===== src/rtl/hazard_unit.sv =====
// EX-stage hazard controller: tracks E/M/W destination metadata, drives forwarding
// selects, load-use stall/bubble, branch flush, memory-busy freeze and a stall counter.
module hazard_unit #(
   parameter int REG_AW = 3,
   parameter int CNT_W  = 16
) (
   input  logic              i_clk,
   input  logic              i_rst_n,
   input  logic              i_D_valid,
   input  logic [REG_AW-1:0] i_D_src1,
   input  logic [REG_AW-1:0] i_D_src2,
   input  logic              i_D_src1_used,
   input  logic              i_D_src2_alu,
   input  logic              i_D_store,
   input  logic [REG_AW-1:0] i_D_dst,
   input  logic              i_D_reg_write,
   input  logic              i_D_mem_read,
   input  logic              i_Branch_Taken,
   input  logic              i_mem_busy,
   output logic [1:0]        o_oper1_sel,
   output logic [1:0]        o_oper2_sel,
   output logic [1:0]        o_Write_Data_sel,
   output logic              o_stall,
   output logic              o_flush_D,
   output logic              o_flush_E,
   output logic              o_freeze,
   output logic [CNT_W-1:0]  o_stall_cycles
);

   logic              e_valid, e_src1_used, e_src2_alu, e_store, e_reg_write, e_mem_read;
   logic [REG_AW-1:0] e_src1, e_src2, e_dst;
   logic              m_valid, m_reg_write, m_mem_read;
   logic [REG_AW-1:0] m_dst;
   logic              w_valid, w_reg_write;
   logic [REG_AW-1:0] w_dst;

   logic m_fwd_en, w_fwd_en, load_use, branch_flush;

   // A load in MEM has no result yet, so it never forwards from that stage.
   assign m_fwd_en = m_valid & m_reg_write & ~m_mem_read;
   assign w_fwd_en = w_valid & w_reg_write;

   function automatic logic [1:0] fwd_sel(
      input logic              use_f,
      input logic [REG_AW-1:0] src,
      input logic              m_en,
      input logic [REG_AW-1:0] m_d,
      input logic              w_en,
      input logic [REG_AW-1:0] w_d
   );
      logic [1:0] sel;
      sel = 2'b00;
      if (use_f) begin
         if (m_en && m_d == src)
            sel = 2'b10;
         else if (w_en && w_d == src)
            sel = 2'b01;
      end
      return sel;
   endfunction

   assign o_oper1_sel      = fwd_sel(e_valid & e_src1_used, e_src1, m_fwd_en, m_dst, w_fwd_en, w_dst);
   assign o_oper2_sel      = fwd_sel(e_valid & e_src2_alu,  e_src2, m_fwd_en, m_dst, w_fwd_en, w_dst);
   assign o_Write_Data_sel = fwd_sel(e_valid & e_store,     e_src2, m_fwd_en, m_dst, w_fwd_en, w_dst);

   assign load_use = e_valid & e_mem_read & e_reg_write & i_D_valid &
                     ((i_D_src1_used & (e_dst == i_D_src1)) |
                      ((i_D_src2_alu | i_D_store) & (e_dst == i_D_src2)));

   // Reset gates the branch term so flushes drop immediately on an async reset.
   assign branch_flush = i_Branch_Taken & ~i_mem_busy & i_rst_n;

   assign o_freeze  = i_mem_busy;
   assign o_flush_D = branch_flush;
   assign o_stall   = load_use & ~i_Branch_Taken & ~i_mem_busy;
   assign o_flush_E = branch_flush | o_stall;

   always_ff @(posedge i_clk or negedge i_rst_n) begin
      if (!i_rst_n) begin
         e_valid     <= 1'b0;
         e_src1      <= '0;
         e_src2      <= '0;
         e_src1_used <= 1'b0;
         e_src2_alu  <= 1'b0;
         e_store     <= 1'b0;
         e_dst       <= '0;
         e_reg_write <= 1'b0;
         e_mem_read  <= 1'b0;
         m_valid     <= 1'b0;
         m_dst       <= '0;
         m_reg_write <= 1'b0;
         m_mem_read  <= 1'b0;
         w_valid     <= 1'b0;
         w_dst       <= '0;
         w_reg_write <= 1'b0;
      end else if (!i_mem_busy) begin
         e_valid     <= i_D_valid & ~o_flush_E;
         e_src1      <= i_D_src1;
         e_src2      <= i_D_src2;
         e_src1_used <= i_D_src1_used;
         e_src2_alu  <= i_D_src2_alu;
         e_store     <= i_D_store;
         e_dst       <= i_D_dst;
         e_reg_write <= i_D_reg_write;
         e_mem_read  <= i_D_mem_read;
         m_valid     <= e_valid;
         m_dst       <= e_dst;
         m_reg_write <= e_reg_write;
         m_mem_read  <= e_mem_read;
         w_valid     <= m_valid;
         w_dst       <= m_dst;
         w_reg_write <= m_reg_write;
      end
   end

   always_ff @(posedge i_clk or negedge i_rst_n) begin
      if (!i_rst_n)
         o_stall_cycles <= '0;
      else if ((o_stall | o_freeze) && (o_stall_cycles != {CNT_W{1'b1}}))
         o_stall_cycles <= o_stall_cycles + 1'b1;
   end

endmodule


===== config.mk =====
export PLATFORM = sky130hd
export DESIGN_NAME = hazard_unit
export DESIGN_NICKNAME = d
export VERILOG_FILES = /design/src/rtl/hazard_unit.sv
export SDC_FILE = /design/constraint.sdc
export NUM_CORES = 1
export LEC_CHECK = 0
export CAP_MARGIN = 25
export CORE_MARGIN = 5
export CORE_UTILIZATION = 50
export CTS_CLUSTER_DIAMETER = 150
export CTS_CLUSTER_SIZE = 20
export DETAILED_ROUTE_END_ITERATION = 8
export GPL_ROUTABILITY_DRIVEN = 0
export PLACE_DENSITY_LB_ADDON = 0.08
export SETUP_SLACK_MARGIN = 0.5
export SKIP_LAST_GASP = 1
export SLEW_MARGIN = 20
export SYNTH_ARGS = -nofsm -noshare
export SYNTH_HDL_FRONTEND = slang
export SYNTH_SLANG_ARGS = --single-unit

===== constraint.sdc =====
create_clock -name i_clk -period 2.65 [get_ports i_clk]
set_input_delay 0.53 -clock i_clk [delete_from_list [all_inputs] [get_ports i_clk]]
set_output_delay 0.53 -clock i_clk [all_outputs]
set_load 0.05 [all_outputs]

==> impl_metrics.env <==
export IMPL_cts_buffers=5
export IMPL_status="completed"
export IMPL_yosys_cell_types_count=26
export IMPL_power_per_cell_area_nw_per_um2=678
export IMPL_fmax_mhz=399
export IMPL_cp_required_ns=2.12
export IMPL_grt_use_total_pct=17.5
export IMPL_cp_arrival_ns=1.97
export IMPL_yosysTopAreaCell="dfrtp_1"
export IMPL_period_needed_ns=2.50
export IMPL_htree_levels=2
export IMPL_cp_start_kind="input pin"
export IMPL_coreArea_um2=4030
export IMPL_regToRegStartpoint="e_dst[0]"
export IMPL_ios=45
export IMPL_cts_tree="yes"
export IMPL_vias=1522
export IMPL_ff2ff_setup_slack_ns=0.61
export IMPL_yosys_top_cells_area="dfrtp_1, mux2_2, xnor2_1"
export IMPL_clock_latency_ns=0.29
export IMPL_nets=248
export IMPL_worstPathCellList="dlygate4sd2_1, xnor2_2, nand4_1, a2111oi_4, nor2b_4, or2_4, buf_12"
export IMPL_skew_ns=0.00616
export IMPL_synth_area_um2=2100
export IMPL_cts_root_buf="clkbuf_8"
export IMPL_synthCells=177
export IMPL_wl_per_cell_um=16.2
export IMPL_ir_worst_vdd_v=0.000334
export IMPL_final_setup_viol_count=0
export IMPL_place_hpwl_um=3300
export IMPL_layout_worst_path_cycle_share_pct=94.5
export IMPL_power_mw=1.90
export IMPL_yosysSeqAreaShare_pct=50.0
export IMPL_r2r_end="o_stall_cycles[1]"
export IMPL_synth_warnings=0
export IMPL_cp_max_fo=2
export IMPL_globalRouteOverflowTotal=0
export IMPL_synth_avg_cell_area_um2=11.9
export IMPL_grt_max_degree=43
export IMPL_relSlewSlack_pct=61.7
export IMPL_yosys_most_used_dff="dfrtp_1"
export IMPL_first_iter_violations=80
export IMPL_die_h_um=74.9
export IMPL_first_global_vias=1593
export IMPL_die_x_um=74.9
export IMPL_drt_pass1_iter_count=4
export IMPL_antenna_found_initial=0
export IMPL_slew_viol_final=0
export IMPL_synth_seq_cells=42
export IMPL_syn_to_final_growth_pct=33.0
export IMPL_whs_ns=0.326
export IMPL_synthArstFlopShare_pct=100
export IMPL_row_count=23
export IMPL_grt_pass1_wl_um=7420
export IMPL_cts_reportedPaths_clkPinSlew_ns=0.08
export IMPL_cp_end_kind="output port"
export IMPL_hold_buffers=0
export IMPL_postLayoutCoreUtil_pct=69.4
export IMPL_num_antenna_cells=0
export IMPL_port_buffer_count=44
export IMPL_cpMaxStageDelayCell="a2111oi_4"
export IMPL_rsz0062_at_grt="true"
export IMPL_cpPeakStageDelay_ns=0.35
export IMPL_power_leakage_nw=1.17
export IMPL_reg2reg_depth=7
export IMPL_tightest_slew_ns=0.571
export IMPL_finalHoldViolations=0
export IMPL_synth_edf_count=0
export IMPL_path_class="in2out"
export IMPL_layout_drive_gt1_share_pct=31.4
export IMPL_via_per_inst=5.46
export IMPL_drcViolationCount=0
export IMPL_ant_nets=0
export IMPL_netlist_area_leader_share_pct=50.0
export IMPL_clock_sinks=42
export IMPL_cap_viol_max_count=0
export IMPL_dieArea_um2=5600
export IMPL_wl_um=4520
export IMPL_hold_class="in2async"
export IMPL_clock_path_buffers=2
export IMPL_syn_nets=197
export IMPL_start_util_pct=52.2
layer usage:
layer	vias up	track usage, %	routed length, um
met5	-	0	0
met4	0	6.92	80
met3	9	3.34	206
met2	38	27.6	2110
met1	747	23.9	2120
li1	728	-	-
worst max-delay path, delay by kind of cell:
kind                   cells  cell delay [ns]
AND/OR/NAND/NOR            3             0.51
XOR/XNOR                   1             0.18
buffers and inverters      2             0.40
AO/OA/AOI/OAI              1             0.35
logic make-up after synthesis:
group                      Yosys count  synth area share, %
and+or+nand+nor                     48                 11.2
DFF                                 42                 50.0
xor gates and xnor gates            33                 13.7
muxes                               26                 13.9
AOI/OAI and AO/OA                   18                 7.85
buffers and inverters                9                 2.68
adders and majority gates            1                0.595
where the power goes:
| part | total [mW] | internal, mW | switching, mW |
|---|---|---|---|
| combinational | 0.606 | 0.268 | 0.338 |
| clock | 0.420 | 0.210 | 0.210 |
| sequential | 0.871 | 0.744 | 0.127 |
| total | 1.90 | 1.22 | 0.675 |
synthesized netlist by cell type (all sizes together) (4+ instances only):
| library cell | count |
|---|---|
| mux2 | 26 |
| clkbuf | 4 |
| nand4 | 4 |
| o2111ai | 7 |
| buf | 4 |
| and3 | 5 |
| xor2 | 5 |
| xnor2 | 28 |
| nand2 | 15 |
| dfrtp | 42 |
| o211ai | 8 |
| nor2 | 9 |
worst max-delay path by stage:
stage | startpoint | cells past startpoint | end
after floorplan | i_D_src2[0] | 5 | o_flush_E
after global placement | i_D_src2[0] | 7 | o_flush_E
after detailed placement | i_D_src2[0] | 7 | o_flush_E
after CTS | e_dst[0] | 6 | o_flush_E
after global routing | e_dst[0] | 6 | o_flush_E
final | i_D_src1[0] | 7 | o_flush_E
final cells by class:
type / instances / area [um^2]
clock buffers: 7 / 86.3
clock inverters: 1 / 5.00
fillers: 309 / 1230
inverters: 1 / 3.75
multi-input cells: 126 / 1070
flip-flops and latches: 42 / 1050
well taps: 50 / 62.6
repair buffers: 52 / 510
cell usage in the layout, fill, tap and decap left out, types with 2 or more instances in the layout:
| cell type | instances |
|---|---|
| xor2_1 | 5 |
| nor4_1 | 2 |
| clkdlybuf4s50_1 | 21 |
| dlymetal6s2s_1 | 4 |
| buf_4 | 9 |
| mux2_2 | 26 |
| nand2_1 | 15 |
| dfrtp_2 | 3 |
| and2_1 | 3 |
| buf_2 | 5 |
| nand4_1 | 4 |
| clkbuf_8 | 6 |
| clkbuf_2 | 2 |
| dfrtp_1 | 39 |
| buf_6 | 2 |
| o211ai_1 | 8 |
| buf_12 | 4 |
| and3_1 | 5 |
| nand3_1 | 3 |
| xnor2_2 | 4 |
| nor2_2 | 3 |
| xnor2_1 | 23 |
| nor3_1 | 2 |
| dlygate4sd2_1 | 4 |
| nor2_1 | 6 |
| o2111ai_1 | 6 |
through the flow:
stage          std cells  worst slack [ns]  cell area (um^2)  setup TNS (ns)
6_report             279             0.146              2800               0
5_1_grt              279            0.0696              2800               0
4_1_cts              277             0.102              2780               0
3_5_place_dp         268            -0.156              2660          -0.303
3_3_place_gp         268            -0.144              2660          -0.287
2_1_floorplan        177            0.0553              2150               0
flip-flops by register name, indices dropped and copies added (netlist names), 3 cells and up:
signal and cells:
w_dst 3, e_src2 3, m_dst 3, e_dst 3, o_stall_cycles 16, e_src1 3
timing repair:
| action | in CTS | in global routing |
|---|---|---|
| gates resized for setup | 22 | 20 |
| buffers inserted | 1 | 2 |
| pin swaps | 6 | 12 |
| endpoints found under the setup margin | 19 | 23 |
No activity file was read; power rests on OpenSTA's default activity.
